===== src/rtl/pet_pkg.sv =====
// Shared definitions for the pet need engine.
//   need_state_e : per-channel FSM state codes (also the state_out encoding)
//   mood_e       : summary mood codes driven on the mood output
//   slot_lsb()   : LSB position of a channel's field in a packed output bus
package pet_pkg;

  typedef enum logic [1:0] {
    ST_OK   = 2'd0,
    ST_LOW  = 2'd1,
    ST_CRIT = 2'd2,
    ST_SERV = 2'd3
  } need_state_e;

  typedef enum logic [1:0] {
    MOOD_HAPPY = 2'd0,
    MOOD_NEEDY = 2'd1,
    MOOD_CRIT  = 2'd2,
    MOOD_SERV  = 2'd3
  } mood_e;

  // Channel 0 occupies the least significant field.
  function automatic int unsigned slot_lsb(input int unsigned idx, input int unsigned width);
    return idx * width;
  endfunction

endpackage


===== src/rtl/need_channel.sv =====
// One need channel: level counter, decay prescaler and 4-state FSM.
//   clk, reset     : clock, asynchronous active-low reset
//   tick           : one-cycle time strobe
//   btn            : this channel's service button (level)
//   grant          : arbiter grant, only ever set for a LOW/CRITICAL channel
//   test_mode      : freezes decay/refill/button handling
//   test_adv       : single-cycle strobe, advance state by one in test mode
//   level, state   : registered level and state
//   state_next     : next-state value, used by the top for registered summaries
module need_channel
  import pet_pkg::*;
#(
  parameter int unsigned LEVEL_W     = 3,
  parameter int unsigned LEVEL_MAX   = 7,
  parameter int unsigned LOW_TH      = 4,
  parameter int unsigned CRIT_TH     = 1,
  parameter int unsigned DECAY_TICKS = 10,
  parameter int unsigned REFILL_STEP = 1
) (
  input  logic               clk,
  input  logic               reset,
  input  logic               tick,
  input  logic               btn,
  input  logic               grant,
  input  logic               test_mode,
  input  logic               test_adv,
  output logic [LEVEL_W-1:0] level,
  output need_state_e        state,
  output need_state_e        state_next
);

  localparam int unsigned CNT_W = (DECAY_TICKS > 1) ? $clog2(DECAY_TICKS) : 1;

  logic [LEVEL_W-1:0] level_q, level_d;
  logic [CNT_W-1:0]   cnt_q, cnt_d;
  need_state_e        state_q, state_d;
  logic [LEVEL_W:0]   refill_sum;

  assign refill_sum = {1'b0, level_q} + (LEVEL_W+1)'(REFILL_STEP);

  always_comb begin
    level_d = level_q;
    cnt_d   = cnt_q;
    state_d = state_q;
    if (test_mode) begin
      if (test_adv) state_d = need_state_e'(state_q + 2'd1);
    end else begin
      if (tick) begin
        if (state_q == ST_SERV) begin
          if (refill_sum >= (LEVEL_W+1)'(LEVEL_MAX)) level_d = LEVEL_W'(LEVEL_MAX);
          else                                       level_d = refill_sum[LEVEL_W-1:0];
        end else if (cnt_q == CNT_W'(DECAY_TICKS - 1)) begin
          cnt_d = '0;
          if (level_q != '0) level_d = level_q - LEVEL_W'(1);
        end else begin
          cnt_d = cnt_q + CNT_W'(1);
        end
      end
      // Transitions look at the pre-update level, not level_d.
      unique case (state_q)
        ST_OK: begin
          if (level_q <= LEVEL_W'(LOW_TH)) state_d = ST_LOW;
        end
        ST_LOW: begin
          if (grant)                             state_d = ST_SERV;
          else if (level_q <= LEVEL_W'(CRIT_TH)) state_d = ST_CRIT;
          else if (level_q >  LEVEL_W'(LOW_TH))  state_d = ST_OK;
        end
        ST_CRIT: begin
          if (grant) state_d = ST_SERV;
        end
        ST_SERV: begin
          if (!btn) begin
            if (level_q == LEVEL_W'(LEVEL_MAX))   state_d = ST_OK;
            else if (level_q > LEVEL_W'(CRIT_TH)) state_d = ST_LOW;
            else                                  state_d = ST_CRIT;
          end
        end
        default: state_d = ST_OK;
      endcase
    end
  end

  always_ff @(posedge clk or negedge reset) begin
    if (!reset) begin
      level_q <= LEVEL_W'(LEVEL_MAX);
      cnt_q   <= '0;
      state_q <= ST_OK;
    end else begin
      level_q <= level_d;
      cnt_q   <= cnt_d;
      state_q <= state_d;
    end
  end

  assign level      = level_q;
  assign state      = state_q;
  assign state_next = state_d;

endmodule


===== src/rtl/pet_need_engine.sv =====
// Multi-channel pet need engine.
//   clk, reset   : clock, asynchronous active-low reset
//   tick         : one-cycle time strobe
//   btn          : per-channel service buttons (synchronised, level)
//   test_mode    : manual test mode
//   test_step    : rising edge advances channel test_sel one state
//   test_sel     : channel selected for test stepping
//   level_out    : packed levels, channel 0 in LSBs
//   state_out    : packed 2-bit state codes
//   btn_enable   : channels currently allowed to accept service
//   mood         : 0 happy, 1 needy, 2 critical, 3 servicing
//   any_critical : some channel is CRITICAL
module pet_need_engine
  import pet_pkg::*;
#(
  parameter int unsigned N_NEEDS     = 4,
  parameter int unsigned LEVEL_W     = 3,
  parameter int unsigned LEVEL_MAX   = 7,
  parameter int unsigned LOW_TH      = 4,
  parameter int unsigned CRIT_TH     = 1,
  parameter int unsigned DECAY_TICKS = 10,
  parameter int unsigned REFILL_STEP = 1,
  parameter int unsigned SEL_W       = (N_NEEDS > 1) ? $clog2(N_NEEDS) : 1
) (
  input  logic                         clk,
  input  logic                         reset,
  input  logic                         tick,
  input  logic [N_NEEDS-1:0]           btn,
  input  logic                         test_mode,
  input  logic                         test_step,
  input  logic [SEL_W-1:0]             test_sel,
  output logic [N_NEEDS*LEVEL_W-1:0]   level_out,
  output logic [N_NEEDS*2-1:0]         state_out,
  output logic [N_NEEDS-1:0]           btn_enable,
  output logic [1:0]                   mood,
  output logic                         any_critical
);

  logic [LEVEL_W-1:0] lvl    [N_NEEDS];
  need_state_e        st_q   [N_NEEDS];
  need_state_e        st_nxt [N_NEEDS];
  logic [N_NEEDS-1:0] grant;
  logic [N_NEEDS-1:0] test_adv;
  logic               any_serv;
  logic               found;
  logic               test_edge;

  logic               test_step_prev_q, test_step_prev_d;
  logic [N_NEEDS-1:0] btn_enable_q, btn_enable_d;
  mood_e              mood_q, mood_d;
  logic               any_critical_q, any_critical_d;

  logic               nxt_serv, nxt_crit, nxt_low;
  logic [N_NEEDS-1:0] nxt_serv_mask;

  assign test_edge        = test_step && !test_step_prev_q;
  assign test_step_prev_d = test_step;

  // Arbiter: grants only while nobody is servicing; lowest index wins.
  always_comb begin
    any_serv = 1'b0;
    found    = 1'b0;
    grant    = '0;
    test_adv = '0;
    for (int unsigned i = 0; i < N_NEEDS; i++) begin
      if (st_q[i] == ST_SERV) any_serv = 1'b1;
    end
    for (int unsigned i = 0; i < N_NEEDS; i++) begin
      if (!test_mode && !any_serv && !found && btn[i] &&
          (st_q[i] == ST_LOW || st_q[i] == ST_CRIT)) begin
        grant[i] = 1'b1;
        found    = 1'b1;
      end
      // An out-of-range test_sel matches no channel, so the step is dropped.
      test_adv[i] = test_mode && test_edge && (test_sel == SEL_W'(i));
    end
  end

  for (genvar g = 0; g < N_NEEDS; g++) begin : g_ch
    need_channel #(
      .LEVEL_W     (LEVEL_W),
      .LEVEL_MAX   (LEVEL_MAX),
      .LOW_TH      (LOW_TH),
      .CRIT_TH     (CRIT_TH),
      .DECAY_TICKS (DECAY_TICKS),
      .REFILL_STEP (REFILL_STEP)
    ) u_ch (
      .clk        (clk),
      .reset      (reset),
      .tick       (tick),
      .btn        (btn[g]),
      .grant      (grant[g]),
      .test_mode  (test_mode),
      .test_adv   (test_adv[g]),
      .level      (lvl[g]),
      .state      (st_q[g]),
      .state_next (st_nxt[g])
    );
    assign level_out[slot_lsb(g, LEVEL_W) +: LEVEL_W] = lvl[g];
    assign state_out[slot_lsb(g, 2) +: 2]             = st_q[g];
  end

  // Summaries are built from next-state values so that, once registered,
  // they line up with state_out on the same cycle.
  always_comb begin
    nxt_serv      = 1'b0;
    nxt_crit      = 1'b0;
    nxt_low       = 1'b0;
    nxt_serv_mask = '0;
    for (int unsigned i = 0; i < N_NEEDS; i++) begin
      if (st_nxt[i] == ST_SERV) begin
        nxt_serv         = 1'b1;
        nxt_serv_mask[i] = 1'b1;
      end
      if (st_nxt[i] == ST_CRIT) nxt_crit = 1'b1;
      if (st_nxt[i] == ST_LOW)  nxt_low  = 1'b1;
    end
    btn_enable_d   = nxt_serv ? nxt_serv_mask : '1;
    any_critical_d = nxt_crit;
    if (nxt_serv)      mood_d = MOOD_SERV;
    else if (nxt_crit) mood_d = MOOD_CRIT;
    else if (nxt_low)  mood_d = MOOD_NEEDY;
    else               mood_d = MOOD_HAPPY;
  end

  always_ff @(posedge clk or negedge reset) begin
    if (!reset) begin
      test_step_prev_q <= 1'b0;
      btn_enable_q     <= '1;
      mood_q           <= MOOD_HAPPY;
      any_critical_q   <= 1'b0;
    end else begin
      test_step_prev_q <= test_step_prev_d;
      btn_enable_q     <= btn_enable_d;
      mood_q           <= mood_d;
      any_critical_q   <= any_critical_d;
    end
  end

  assign btn_enable   = btn_enable_q;
  assign mood         = mood_q;
  assign any_critical = any_critical_q;

endmodule


===== config.mk =====
export PLATFORM = sky130hd
export DESIGN_NAME = pet_need_engine
export DESIGN_NICKNAME = d
export VERILOG_FILES = /design/src/rtl/pet_pkg.sv /design/src/rtl/need_channel.sv /design/src/rtl/pet_need_engine.sv
export SDC_FILE = /design/constraint.sdc
export NUM_CORES = 1
export LEC_CHECK = 0
export BUFFER_PORTS_ARGS = -buffer_cell sky130_fd_sc_hd__buf_2
export CAP_MARGIN = 20
export CELL_PAD_IN_SITES_DETAIL_PLACEMENT = 1
export CELL_PAD_IN_SITES_GLOBAL_PLACEMENT = 1
export CORE_MARGIN = 4
export CORE_UTILIZATION = 46
export DETAILED_ROUTE_END_ITERATION = 8
export PLACE_DENSITY = 0.9
export REMOVE_ABC_BUFFERS = 1
export SLEW_MARGIN = 5
export SYNTH_ARGS = -nofsm -noshare
export SYNTH_HDL_FRONTEND = slang
export SYNTH_HIERARCHICAL = 1
export SYNTH_SLANG_ARGS = --single-unit

===== constraint.sdc =====
create_clock -name clk -period 3.4 [get_ports clk]
set_input_delay 0 -clock clk [delete_from_list [all_inputs] [get_ports clk]]
set_output_delay 0 -clock clk [all_outputs]
set_load 0.05 [all_outputs]

# Yosys cells after proc, flatten, opt, wreduce, memory -nomap -nowiden
# Index checks and enable logic that the tools add are counted.
dict set report op_classes {
  reduce_logical 53
  n_eq_ne 35
  add_sub_neg 16
  muxes 93
  order_cmp 20
  n_bitwise 5
}
# op count
set ops {}
lappend ops {{$mux 2} 42}
lappend ops {{$mux 3} 16}
lappend ops {{$eq 2x2->1 const B} 18}
lappend ops {{$pmux 2 s4} 4}
lappend ops {{$mux 1} 26}
lappend ops {{$mux 4} 5}
lappend ops {{$eq 2x1->1 const B} 9}
lappend ops {{$logic_and 1x1->1} 18}
lappend ops {{$add 3x1->4 const B} 4}
lappend ops {{$add 4x1->4 const B} 4}
lappend ops {{$eq 4x4->1 const B} 4}
lappend ops {{$ge 4x3->1 const B} 4}
lappend ops {{$reduce_and 4->1} 4}
lappend ops {{$reduce_bool 2->1} 8}
lappend ops {{$eq 3x3->1 const B} 4}
lappend ops {{$gt 3x1->1 const B} 4}
lappend ops {{$gt 3x3->1 const B} 4}
lappend ops {{$le 3x1->1 const B} 4}
lappend ops {{$le 3x3->1 const B} 4}
lappend ops {{$reduce_and 3->1} 4}
lappend ops {{$reduce_bool 3->1} 4}
lappend ops {{$sub 3x1->3 const B} 4}
lappend ops {{$logic_not 2->1} 5}
lappend ops {{$add 2x1->2 const B} 4}
lappend ops {{3 further kinds} 15}
dict set report word_totals {
  register_bits 44
  input_bits 11
}

# Logic depth before layout (Yosys ltp)
dict set report depth {
  depth_word 33
  mapped_depth 11
}

# By module
# The synthesis kept the hierarchy.
# module n_inst cells_each area_per_inst_um2 seq_area_each_um2
set by_module_without_submodules {}
lappend by_module_without_submodules {need_channel 4 80 779.5 229.0}
lappend by_module_without_submodules {pet_need_engine 1 50 469.2 205.2}

# Least setup slack after synthesis
# No wires, ideal clock.
dict set report synth_path {
  path_kind {reg2reg}
  from {register g_ch[0].u_ch.state_q[0]}
  to {register mood_q[1] (netlist: mood[1])}
  t_arrival_ns 3.054
  path_slack_ns 0.219
  required_ns 3.273
  n_path_buf 0
  path_stages_with_launch 11
  period_less_slack_ns 3.181
  setup_time_ns 0.127
  cell_sequence {dfrtp_1 ha_1 or4_4 or3b_1 nor3b_1 o21a_1 a2111oi_2 a21oi_1 nand2b_1 o2111ai_1 or2_2}
}
# element line
set synth_lines {}
lappend synth_lines {{start: declaration} need_channel.sv:36} ;# need_state_e state_q, state_d;
lappend synth_lines {{start signal: assignment} need_channel.sv:92} ;# state_q <= state_d;
lappend synth_lines {{end signal: assignment} pet_need_engine.sv:135} ;# mood_q <= mood_d;
lappend synth_lines {{end: declaration} pet_need_engine.sv:50} ;# mood_e mood_q, mood_d;

==> impl_metrics.env <==
export IMPL_status="finished, final reports clean"
export IMPL_yosys_area_share_xor_xnor=0.02930
export IMPL_finalSetupViolCount=0
export IMPL_synthSimpleGateAreaFrac=0.1877
export IMPL_synth_most_common_cell="ha_1"
export IMPL_cp_start_kind="flop"
export IMPL_nFillCells=862
export IMPL_slew_headroom=0.5680
export IMPL_viasPerCell=5.637
export IMPL_grt_max_degree=45
export IMPL_drv_cap=0
export IMPL_antenna_found_initial=0
export IMPL_cp_arrival_ns=3.46
export IMPL_synthToLayoutAreaGrowth_pct=12.56
export IMPL_synth_edf_count=0
export IMPL_grt_pass1_wl_um=15750
export IMPL_cts_sinks=44
export IMPL_end_kind="flop"
export IMPL_period_share=0.9629
export IMPL_tightest_slew_ns=0.6430
export IMPL_cts_tree="built"
export IMPL_yosys_warnings=6
export IMPL_die_area_um2=9275
export IMPL_synth_area_leaders="dfrtp_1, ha_1, dfstp_2"
export IMPL_postCtsSetupBuffers=0
export IMPL_synth_top_area_frac=0.1953
export IMPL_clk_insertion_delay_late_ns=0.31
export IMPL_h_tree_depth=2
export IMPL_synth_area_per_cell_um2=9.695
export IMPL_ant_nets=0
export IMPL_ios=38
export IMPL_gp_congestion=0.8678
export IMPL_muxShareOfSynthArea=0.05023
export IMPL_yosysUniqueCellTypes=41
export IMPL_slew_violations=0
export IMPL_dr_pass1_iters=4
export IMPL_grt_overflow=0
export IMPL_synth_compound_area_frac=0.1828
export IMPL_grt_usage=0.2183
export IMPL_dp_hpwl_um=7222
export IMPL_clk_pin_slew_ns=0.09
export IMPL_synth_common_cells="ha_1, inv_1, a21oi_1, dfrtp_1, nand2_1"
export IMPL_synth_top_area_cell="dfrtp_1"
export IMPL_drt_iter0_drc=114
export IMPL_rows=31
export IMPL_period_needed_ns=3.274
export IMPL_report_power_total_mw=4.361
export IMPL_die_width_um=96.31
export IMPL_port_buffers=37
export IMPL_num_vias=2920
export IMPL_path_class="reg -> reg"
export IMPL_ir_drop_mv=0.5222
export IMPL_fin_skew_ns=0.008885
export IMPL_synth_area_um2=3587
export IMPL_rsz0062_at_grt="false"
export IMPL_start_util=0.4842
export IMPL_fp_dieH_um=96.31
export IMPL_fmax_ghz=0.3055
export IMPL_finalSetupTns_ns=0
export IMPL_ys_seq_area_frac=0.3125
export IMPL_routed_wl_um=9342
export IMPL_drc=0
export IMPL_critPathMaxFanout=8
export IMPL_max_clock_path_buffers=2
export IMPL_hold_viol=0
export IMPL_first_global_vias=3315
export IMPL_async_flop_share=1.000
export IMPL_drive_gt1_frac=0.2458
export IMPL_cts_root_buf="clkbuf_8"
export IMPL_synth_flop_cell="dfrtp_1"
export IMPL_nets=477
export IMPL_powerDensity_nw_per_um2=1080
export IMPL_synth_fa_ha_area_frac=0.1674
export IMPL_post_drt_wl_per_cell_um=18.03
export IMPL_cts_inserted_buffers=5
export IMPL_core_um2=7408
export IMPL_synth_top_family_by_area="simple AND/OR/NAND/NOR gates"
export IMPL_p_leak_nw=1.896
export IMPL_hold_class="in -> async"
export IMPL_required_ns=3.59
export IMPL_postSynthCellCount=370
export IMPL_ys_ff_latch=44
export IMPL_insertedDiodeCount=0
## layer usage
layer  global-route usage  wire (um)  up-vias
met5                    0          0        -
met1               0.2432       3775     1456
met3              0.03049        256       22
met4              0.08294        246        0
li1                     -          -     1378
met2               0.4146       5062       64
## sequential cells by signal (all words and copies together) (netlist names)
register          count
any_critical          1
g_ch.u_ch/cnt_q      16
g_ch.u_ch/state       8
g_ch.u_ch/level      12
mood                  2
btn_enable            4
test_step_prev_q      1
## report_power, final
part	total, mW	leakage, nW	switching (mW)	internal (mW)
logic	2.78	1.35	1.76	1.02
clock network	0.407	0.0552	0.189	0.218
registers	1.17	0.494	0.326	0.848
total	4.36	1.90	2.27	2.09
## per-stage QoR
step / instance area (um^2) / utilization / worst slack, ns / hold slack [ns] / instances
after floorplan: 3497 / - / 0.2191 / -0.2956 / 362
after global placement: 3874 / 0.5229 / 0.3934 / 0.1250 / 507
after detailed placement: 3874 / 0.5229 / 0.02420 / 0.1365 / 507
after CTS: 4008 / 0.5410 / 0.05983 / 0.1591 / 517
after global routing: 4038 / 0.5450 / 0.05306 / 0.1533 / 518
final: 4038 / 0.5450 / 0.1263 / 0.1364 / 518
## kinds of logic after synthesis
family / count (synthesis)
compound gates: 100
buf+inv: 51
fa+ha+maj: 48
mux: 16
simple gates: 99
xor+xnor: 12
flops: 44
## worst max-delay path, stage by stage, from the launching register on
cell and delay [ns]:
dfrtp_1 0.51, ha_1 0.25, or4_4 0.48, or3b_1 0.46, nor3b_1 0.28, o21a_1 0.21, a2111oi_2 0.07, a21oi_2 0.23
nand2b_1 0.16, o2111ai_1 0.18, or2_2 0.32
## cells in the final DEF, fill, tap and decap left out, types with 9 or more instances in the layout
| master | n |
|---|---|
| nor2_1 | 9 |
| nand2_1 | 27 |
| inv_1 | 43 |
| buf_4 | 9 |
| a21oi_1 | 27 |
| buf_2 | 37 |
| ha_1 | 48 |
| mux2i_1 | 12 |
| dfstp_2 | 16 |
| dfrtp_1 | 28 |
| o21ai_0 | 24 |
## worst paths after layout
| check | cells past startpoint | end | slack (ns) | startpoint |
|---|---|---|---|---|
| worst min-delay path | 2 | g_ch[0].u_ch/cnt_q[1] | 0.14 | reset |
| worst max-delay path | 10 | mood[1] | 0.13 | g_ch[3].u_ch/state[1] |
| worst min register to register | 1 | g_ch[3].u_ch/cnt_q[0] | 0.54 | g_ch[3].u_ch/cnt_q[0] |
| max in group asynchronous | 3 | g_ch[2].u_ch/level[2] | 2.70 | reset |
| min in group clk | 3 | g_ch[0].u_ch/level[0] | 0.15 | tick |
| worst max register to register | 10 | mood[1] | 0.13 | g_ch[3].u_ch/state[1] |
## what timing repair did
| item | in CTS | in global routing |
|---|---|---|
| hold buffers | 2 | 0 |
| gates resized for setup | 1 | 3 |
| endpoints found under the setup margin | 1 | 2 |
| pin swaps | 0 | 1 |
| hold endpoints to repair | 29 | 0 |
## cell type report
cell class,instances,area [um^2],area share
sequential,44,1121,0.2777
clock buffer,6,72.57,0.01797
inverter,43,161.4,0.03998
multi-input combinational,275,2231,0.5525
clock inverter,2,35.03,0.008677
timing repair buffer,49,292.8,0.07251
tap,99,123.9,0.03068
No activity file was read; power rests on OpenSTA's default activity.
